**src/rtl/hdlc_pkg.sv**
```systemverilog
// Shared HDLC constants, receiver state encoding and the serial CRC-16-CCITT step.
package hdlc_pkg;

  localparam logic [7:0]  FLAG        = 8'h7E;
  localparam logic [15:0] CRC_INIT    = 16'hFFFF;
  localparam logic [15:0] CRC_RESIDUE = 16'h1D0F;
  localparam logic [15:0] CRC_POLY    = 16'h1021;

  typedef enum logic [1:0] {
    HUNT  = 2'd0,
    SYNC  = 2'd1,
    FRAME = 2'd2
  } rx_state_t;

  // Shift-left form, feedback taken from bit 15 xor the incoming line bit.
  function automatic logic [15:0] crc16_step(input logic [15:0] crc, input logic bit_in);
    crc16_step = {crc[14:0], 1'b0} ^ ((crc[15] ^ bit_in) ? CRC_POLY : 16'h0000);
  endfunction

endpackage

```
**src/rtl/hdlc_crc16.sv**
```systemverilog
// Serial CRC-16-CCITT register: init reloads FFFF, en folds in one bit per cycle.
module hdlc_crc16
  import hdlc_pkg::*;
(
  input  logic        clk,
  input  logic        reset,
  input  logic        init,
  input  logic        en,
  input  logic        bit_in,
  output logic [15:0] crc
);

  always_ff @(posedge clk or posedge reset) begin
    if (reset)     crc <= CRC_INIT;
    else if (init) crc <= CRC_INIT;
    else if (en)   crc <= crc16_step(crc, bit_in);
  end

endmodule

```
**src/rtl/hdlc_rx.sv**
```systemverilog
// HDLC receiver: flag hunt, destuff, CRC check, 2-byte FCS holdback; data lags the line by 8 bits.
// No backpressure; strobes are registered. Defining RX_ADDR_FILTER_EN adds station_id filtering.
module hdlc_rx
  import hdlc_pkg::*;
#(
  parameter int MIN_LEN = 4,
  parameter int LEN_W   = 11
) (
  input  logic             clk,
  input  logic             reset,
  input  logic             rxdata,
  output logic [7:0]       data_out,
  output logic             data_valid,
  output logic             data_first,
  output logic             frame_end,
  output logic             frame_ok,
  output logic [LEN_W-1:0] frame_len,
  output logic             abort,
  output logic             line_idle
`ifdef RX_ADDR_FILTER_EN
  ,
  input  logic [7:0]       station_id
`endif
);

  rx_state_t        state, state_nx;
  logic [7:0]       win, wvld, win_nx;
  logic             flag_raw, flag_d;
  logic [3:0]       ones, ones_nx;
  logic             abort_cond;
  logic [2:0]       dp_ones, bitcnt;
  logic [6:0]       shreg;
  logic [7:0]       byte_nx, pipe0, pipe1;
  logic [LEN_W-1:0] len;
  logic [15:0]      crc;
  logic             dbit, dvld, kept, byte_done;
  logic             pass_byte, pass_frame;
  logic             emit_nx, first_nx, fend_nx, fok_nx, abort_nx;

  assign win_nx     = {rxdata, win[7:1]};
  assign flag_raw   = (win_nx == FLAG);
  assign ones_nx    = !rxdata ? 4'd0 : ((ones == 4'hF) ? ones : ones + 4'd1);
  assign abort_cond = (ones >= 4'd7);

  assign dbit      = win[0];
  assign dvld      = wvld[0];
  assign kept      = dvld && !(dp_ones == 3'd5 && !dbit) && (state != HUNT);
  assign byte_nx   = {dbit, shreg};
  assign byte_done = kept && (bitcnt == 3'd7);

`ifdef RX_ADDR_FILTER_EN
  logic drop, hit;
  // Byte 0 sits at the far end of the pipe exactly when the first emission is due.
  assign hit        = (pipe1 == station_id) || (pipe1 == 8'hFF);
  assign pass_byte  = (len == LEN_W'(2)) ? hit : !drop;
  assign pass_frame = !drop;

  always_ff @(posedge clk or posedge reset) begin
    if (reset)                                drop <= 1'b0;
    else if (flag_d)                          drop <= 1'b0;
    else if (byte_done && len == LEN_W'(2))   drop <= !hit;
  end
`else
  assign pass_byte  = 1'b1;
  assign pass_frame = 1'b1;
`endif

  // Raw line window; a flag empties the valid mask so its bits never reach the data path.
  always_ff @(posedge clk or posedge reset) begin
    if (reset) begin
      win       <= 8'h00;
      wvld      <= 8'h00;
      flag_d    <= 1'b0;
      ones      <= 4'd0;
      line_idle <= 1'b0;
    end else begin
      win       <= win_nx;
      wvld      <= flag_raw ? 8'h00 : {1'b1, wvld[7:1]};
      flag_d    <= flag_raw;
      ones      <= ones_nx;
      line_idle <= (ones_nx == 4'hF);
    end
  end

  always_ff @(posedge clk or posedge reset) begin
    if (reset) begin
      dp_ones <= 3'd0;
      bitcnt  <= 3'd0;
      shreg   <= 7'd0;
      len     <= '0;
      pipe0   <= 8'h00;
      pipe1   <= 8'h00;
    end else if (flag_d) begin
      dp_ones <= 3'd0;
      bitcnt  <= 3'd0;
      len     <= '0;
      pipe0   <= 8'h00;
      pipe1   <= 8'h00;
    end else begin
      if (dvld) dp_ones <= !dbit ? 3'd0 : ((dp_ones == 3'd5) ? dp_ones : dp_ones + 3'd1);
      if (kept) begin
        shreg  <= byte_nx[7:1];
        bitcnt <= bitcnt + 3'd1;
      end
      if (byte_done) begin
        pipe0 <= byte_nx;
        pipe1 <= pipe0;
        len   <= (len == '1) ? len : len + LEN_W'(1);
      end
    end
  end

  hdlc_crc16 u_crc (
    .clk    (clk),
    .reset  (reset),
    .init   (flag_d),
    .en     (kept),
    .bit_in (dbit),
    .crc    (crc)
  );

  always_ff @(posedge clk or posedge reset) begin
    if (reset) state <= HUNT;
    else       state <= state_nx;
  end

  always_comb begin
    state_nx = state;
    case (state)
      HUNT:    if (flag_d) state_nx = SYNC;
      SYNC:    if (abort_cond) state_nx = HUNT;
               else if (kept) state_nx = FRAME;
      FRAME:   if (flag_d) state_nx = SYNC;
               else if (abort_cond) state_nx = HUNT;
      default: state_nx = HUNT;
    endcase
  end

  always_comb begin
    emit_nx  = byte_done && (len >= LEN_W'(2)) && pass_byte;
    first_nx = (len == LEN_W'(2));
    fend_nx  = (state == FRAME) && flag_d && pass_frame;
    fok_nx   = (bitcnt == 3'd0) && (len >= LEN_W'(MIN_LEN)) && (crc == CRC_RESIDUE);
    abort_nx = (state == FRAME) && abort_cond && !flag_d && pass_frame;
  end

  always_ff @(posedge clk or posedge reset) begin
    if (reset) begin
      data_out   <= 8'h00;
      data_valid <= 1'b0;
      data_first <= 1'b0;
      frame_end  <= 1'b0;
      frame_ok   <= 1'b0;
      frame_len  <= '0;
      abort      <= 1'b0;
    end else begin
      data_valid <= emit_nx;
      data_first <= emit_nx && first_nx;
      if (emit_nx) data_out <= pipe1;
      frame_end  <= fend_nx;
      if (fend_nx) begin
        frame_ok  <= fok_nx;
        frame_len <= len;
      end
      abort      <= abort_nx;
    end
  end

endmodule

```
**config.mk**
```make
export PLATFORM = sky130hd
export DESIGN_NAME = hdlc_rx
export DESIGN_NICKNAME = d
export VERILOG_FILES = /design/src/rtl/hdlc_pkg.sv /design/src/rtl/hdlc_crc16.sv /design/src/rtl/hdlc_rx.sv
export SDC_FILE = /design/constraint.sdc
export NUM_CORES = 1
export LEC_CHECK = 0
export ABC_CLOCK_PERIOD_IN_PS = 3400
export CAP_MARGIN = 30
export CORE_MARGIN = 4
export CORE_UTILIZATION = 35
export CTS_BUF_LIST = sky130_fd_sc_hd__clkbuf_2 sky130_fd_sc_hd__clkbuf_4 sky130_fd_sc_hd__clkbuf_8
export DETAILED_ROUTE_END_ITERATION = 10
export SYNTH_ARGS = -nofsm -noshare
export SYNTH_HDL_FRONTEND = slang
export SYNTH_SLANG_ARGS = --single-unit
```
**constraint.sdc**
```tcl
create_clock -name clk -period 3.4 [get_ports clk]
set_clock_uncertainty 0.05 [all_clocks]
set_input_delay 0.51 -clock clk [delete_from_list [all_inputs] [get_ports clk]]
set_output_delay 0.51 -clock clk [all_outputs]
set_load 0.05 [all_outputs]
```
==> results of run 1 <==
layer usage:
metal  up-vias  routed length (µm)  GRT usage (%)
met4         0                 106           3.48
met2        38                3650           18.4
met5         -                   0              0
met1      1405                3690           15.2
met3         9                 273           3.16
li1       1395                   -              -
cell type report:
class / count / area (µm²)
fill: 1170 / 7080
sequential: 104 / 2620
multi-input combinational: 257 / 1540
timing repair buffer: 33 / 319
tap: 147 / 184
clock buffer: 11 / 151
clock inverter: 5 / 62.6
inverter: 15 / 58.8
through the flow:
step,instances,setup slack [ns]
after global routing,572,0.865
after CTS,572,0.971
after global placement,555,1.03
after detailed placement,556,0.976
after floorplan,391,0.134
final,572,0.976
state kept, by name, summed over array words and instances, names as in the netlist:
signal      count
shreg           7
frame_ok        1
abort           1
pipe1           8
frame_end       1
bitcnt          3
line_idle       1
flag_d          1
frame_len      11
wvld            8
len            11
state           2
pipe0           8
dp_ones         3
u_crc.crc      16
data_first      1
data_valid      1
ones            4
win             8
data_out        8
worst paths after layout:
kind,slack (ns),to,startpoint
min,0.34,win[3],win[4]
max,0.98,shreg[5],dp_ones[0]
max in group asynchronous,2.02,u_crc.crc[6],reset
max reg2reg,0.98,shreg[5],dp_ones[0]
min reg2reg,0.34,win[3],win[4]
min in group asynchronous,0.54,dp_ones[1],reset
synth_stat cells, types with 2 or more instances:
| master | number | area, µm² |
|---|---|---|
| dfrtp_1 | 88 | 2200 |
| inv_1 | 14 | 52.6 |
| mux2_2 | 23 | 259 |
| o31ai_1 | 3 | 22.5 |
| a41oi_1 | 2 | 17.5 |
| nand3_1 | 25 | 125 |
| nor3_1 | 8 | 40.0 |
| a211oi_1 | 2 | 15.0 |
| a31o_2 | 2 | 17.5 |
| xnor2_1 | 5 | 43.8 |
| a21oi_1 | 27 | 135 |
| clkbuf_1 | 7 | 26.3 |
| nor2b_1 | 7 | 43.8 |
| buf_2 | 6 | 30.0 |
| ha_1 | 8 | 100 |
| nand2_1 | 83 | 312 |
| and3_1 | 3 | 18.8 |
| and4_1 | 2 | 17.5 |
| o21ai_0 | 8 | 40.0 |
| nand4_1 | 5 | 31.3 |
| nor2_1 | 17 | 63.8 |
| o211ai_1 | 2 | 15.0 |
| nand4b_1 | 2 | 17.5 |
| dfstp_2 | 16 | 420 |
| nor4_1 | 2 | 12.5 |
kinds of logic after synthesis:
kind of cell	after synthesis	synth area share, %
AO/OA/AOI/OAI	55	8.12
XOR/XNOR	5	1.02
adder cells (fa/ha/maj)	8	2.34
AND/OR/NAND/NOR	165	18.1
multiplexers	24	6.28
buffers and inverters	30	2.92
flip-flops	104	61.2
power by group:
| group | internal, mW | leakage (nW) | total [mW] | switching (mW) |
|---|---|---|---|---|
| Combinational | 0.155 | 0.732 | 0.323 | 0.167 |
| Sequential | 1.45 | 1.32 | 1.57 | 0.120 |
| Clock | 0.387 | 0.108 | 0.809 | 0.422 |
| Total | 1.99 | 2.16 | 2.70 | 0.710 |
worst reg2reg max path, stage by stage, from the launching register on:
cell,delay [ns]
dfrtp_1,0.42
ha_1,0.25
and3b_1,0.24
or3b_1,0.68
nor2_4,0.32
mux2_2,0.36
==> flow_summary.json, run 1 <==
{
  "status": "completed",
  "period_minus_slack_ns": 2.42,
  "avgSynthCellArea_um2": 11.0,
  "die_x_um": 119,
  "wl_per_cell_um": 13.5,
  "yosysSeqAreaShare_pct": 61.2,
  "hold_depth": 0,
  "critPathTopFamily": "simple AND/OR/NAND/NOR gates",
  "synth_edf_count": 0,
  "core_um2": 12000,
  "gr-total-overflow": 0,
  "power_per_cell_area_nw_per_um2": 547,
  "finalCritPeriodShare_pct": 71.3,
  "cts_root_buf": "clkbuf_8",
  "nets": 431,
  "clock_path_buffers": 2,
  "critPathMaxFanout": 20,
  "drv_slew": 0,
  "path_buf_inv": 0,
  "clock_latency_ns": 0.37,
  "die_area_um2": 14100,
  "worst_pin_slew_ns": 0.812,
  "grt_max_degree": 55,
  "antenna_cells": 0,
  "initialDrtViolationCount": 99,
  "grt_pass1_vias": 2718,
  "crit_type": "reg -> reg",
  "fin_tns_setup_ns": 0,
  "grt_usage_pct": 11.5,
  "cap_violations": 0,
  "whs_ns": 0.337,
  "drtAntennaViolNets": 0,
  "async_reset_ff_share_pct": 100,
  "finalSetupViolations": 0,
  "cts_made_buffers": 9,
  "cts-resized-gates": 0,
  "rows": 40,
  "final_cell_mix": "88 x dfrtp_1, 83 x nand2_1, 27 x a21oi_1, 27 x clkdlybuf4s50_1, 25 x nand3_1",
  "fp.dieH_um": 119,
  "numPortBuffers": 27,
  "dr.pass1.iters": 4,
  "end_kind": "register",
  "ys_warn_count": 0,
  "vias": 2847,
  "peakVddDrop_uv": 376,
  "place_hpwl_um": 5060,
  "layout-drive-gt1-share_pct": 16.7,
  "synth_cell_types": 49,
  "cp_cell_sequence": "ha_1 -> and3b_1 -> or3b_1 -> nor2_4 -> mux2_2",
  "cts_tree": "built",
  "start_kind": "register",
  "p_total_mw": 2.70,
  "p_leak_nw": 2.16,
  "slew_headroom_pct": 45.5,
  "cts.sinks": 104,
  "start_util_pct": 35.7,
  "ios": 28,
  "stdcell_area_um2": 4930,
  "syn_nets": 402,
  "vias_per_cell": 4.98,
  "synth_flop_cell": "dfrtp_1",
  "synth.cell_area_um2": 4280,
  "routed_wirelength_um": 7720,
  "synth_cells": 391,
  "ys_ff_latch": 104,
  "area_growth_pct": 15.2,
  "cp.arrival_ns": 2.63,
  "finalHoldViolations": 0,
  "mostFrequentLayoutCell": "dfrtp_1",
  "slowest_stage": "or3b_1",
  "globalplace.congestion": 0.783,
  "cts-hold-fix-buffers": 0,
  "crit_required_ns": 3.60,
  "clk_pin_slew_ns": 0.10,
  "cts_max_level": 3,
  "rsz0062_at_grt": "no",
  "final_core_util_pct": 41.1,
  "cp.depth": 5,
  "place_area_um2": 4720,
  "hold_path_class": "reg -> reg",
  "ff2ff_path_depth": 5,
  "drc": 0,
  "antenna_found_initial": 0,
  "timing.fmax_mhz": 413,
  "grt_pass1_wl_um": 13300,
  "max_stage_delay_ns": 0.68,
  "postCtsSetupBuffers": 0
}
Note: power is estimated with default switching activity, not from simulation.
==> inputs of run 2 (changes only) <==
Settings changed: ABC_CLOCK_PERIOD_IN_PS 3400 to 2060.
Clock period 3.4 ns to 2.06 ns, I/O delays scaled along.
==> run 2 against run 1 <==
Net effect:
- routed wire length shrank 1.5%
- register-to-register slack got worse by 0.88 ns
- clock-buffer cell count down 2
- core utilization rose by 0.95 points
- critical path type unchanged
- largest power group unchanged
- highest routed layer unchanged
==> flow_summary.json, run 2 (synthesized netlist as in run 1, its figures left out) <==
{
  "worst_pin_slew_ns": 0.618,
  "cts_root_buf": "clkbuf_8",
  "slowest_stage": "dfrtp_1",
  "cp_cell_sequence": "ha_2 -> and3b_1 -> or3b_4 -> nor2_4 -> mux2_2",
  "max_stage_delay_ns": 0.42,
  "die_area_um2": 14100,
  "clk_pin_slew_ns": 0.10,
  "switching_power_mw": 1.19,
  "place_hpwl_um": 5140,
  "fp.dieH_um": 119,
  "die_x_um": 119,
  "status": "completed",
  "mostFrequentLayoutCell": "dfrtp_1",
  "fin_cells": 585,
  "power.combinational.fraction_pct": 12.8,
  "p_leak_nw": 2.21,
  "r2r_slack_ns": 0.1,
  "multi_input_area_um2": 1540,
  "critPathTopFamily": "simple AND/OR/NAND/NOR gates",
  "routed_wirelength_um": 7600,
  "clock_latency_ns": 0.37,
  "gr-total-overflow": 0,
  "initialDrtViolationCount": 132,
  "grt_pass1_vias": 2975,
  "layout-drive-gt1-share_pct": 19.6,
  "antenna_found_initial": 0,
  "end_kind": "register",
  "regArea_um2": 2620,
  "drv_slew": 0,
  "nets": 444,
  "p_clk_share_pct": 29.0,
  "period_minus_slack_ns": 1.96,
  "grt_usage_pct": 11.7,
  "finalSetupViolations": 0,
  "cp.arrival_ns": 2.17,
  "ff2ff_path_depth": 5,
  "reg2reg_to": "shreg[3]",
  "area_growth_pct": 17.8,
  "final_cell_mix": "88 x dfrtp_1, 83 x nand2_1, 27 x a21oi_1, 27 x clkdlybuf4s50_1, 25 x nand3_1",
  "dp_cells": 567,
  "antenna_cells": 0,
  "power_per_cell_area_nw_per_um2": 877,
  "p_int_mw": 3.23,
  "largest-register": "u_crc.crc",
  "fillers": 1176,
  "drtAntennaViolNets": 0,
  "fin_ws_ns": 0.0971,
  "vias": 2855,
  "core_um2": 12000,
  "grt_max_degree": 67,
  "cts_made_buffers": 9,
  "seqPwrFrac_pct": 58.2,
  "finalHoldViolations": 0,
  "timing.fmax_mhz": 509,
  "clock_path_buffers": 2,
  "globalplace.congestion": 0.782,
  "path_buf_inv": 0,
  "drc": 0,
  "critPathMaxFanout": 7,
  "hold_path_class": "in -> async",
  "place_ws_ns": 0.0542,
  "reg.largest.list": "u_crc.crc: 16 flops, frame_len: 11 flops, len: 11 flops",
  "cap_violations": 0,
  "slew_headroom_pct": 58.7,
  "peakVddDrop_uv": 564,
  "numPortBuffers": 27,
  "cts_max_level": 3,
  "r2r_start": "dp_ones[0]",
  "rows": 40,
  "cts_tree": "built",
  "crit_type": "reg -> reg",
  "vias_per_cell": 4.88,
  "wl_per_cell_um": 13.0,
  "p_sw_share_pct": 27.0,
  "largest_register_ffs": 16,
  "start_kind": "register",
  "start_util_pct": 35.7,
  "cts.sinks": 104,
  "grt_pass1_wl_um": 13700,
  "crit_required_ns": 2.27,
  "finalCritPeriodShare_pct": 95.3,
  "ios": 28,
  "dr.pass1.iters": 4
}
[run 2: power by group through the flow]
stage | clock network [mW] | registers [mW] | logic (mW)
5_1_grt | 1.42 | 2.62 | 0.662
3_5_place_dp | 0 | 2.62 | 0.565
3_3_place_gp | 0 | 2.60 | 0.543
2_1_floorplan | 0 | 2.56 | 0.452
4_1_cts | 1.34 | 2.58 | 0.571
6_report | 1.28 | 2.58 | 0.565
[run 2: how the worst max path moves through the flow]
stage / start / end / slack [ns] / cells after the start
2_1_floorplan: dp_ones[0] / shreg[0] / 0.13 / 5
3_3_place_gp: dp_ones[0] / shreg[3] / 0.1 / 5
3_5_place_dp: dp_ones[0] / data_out[1] / 0.05 / 5
4_1_cts: dp_ones[0] / shreg[1] / 0.03 / 5
5_1_grt: dp_ones[1] / shreg[3] / -0.02 / 6
6_report: dp_ones[0] / shreg[3] / 0.1 / 5
[run 2: worst min-delay path, stage by stage]
cell and delay [ns]:
clkdlybuf4s50_1 0.44, clkinvlp_4 0.11, buf_12 0.29
[run 2: through the flow]
stage	power (mW)	TNS (ns)	hold slack, ns	util [%]	cell area, µm²
finish	4.43	0	0.328	42.0	5050
global route	4.70	-0.125	0.350	42.0	5050
CTS	4.49	0	0.330	41.8	5010
detailed placement	3.19	0	0.310	40.1	4810
global placement	3.15	0	0.311	40.1	4810
floorplan	3.02	0	0.290	-	4290
[run 2: per-layer routing]
layer / wire length, µm / up-vias / global-route usage [%]
li1: - / 1414 / -
met1: 3600 / 1384 / 15.0
met2: 3600 / 46 / 19.3
met3: 282 / 11 / 2.92
met4: 120 / 0 / 4.42
met5: 0 / - / 0
[run 2: layout make-up]
cell class | count | area share, %
clock inverters | 7 | 1.56
multi-input cells | 257 | 30.5
clock buffers | 9 | 2.45
repair buffers | 46 | 8.68
flip-flops and latches | 104 | 52.0
inverters | 15 | 1.19
well taps | 147 | 3.64
[run 2: repair_timing]
action / 4_1_cts / 5_1_grt
hold buffers: 0 / 0
endpoints found under the setup margin: 0 / 15
resized for setup: 0 / 2
setup buffers: 0 / 2
hold endpoints to repair: 0 / 0
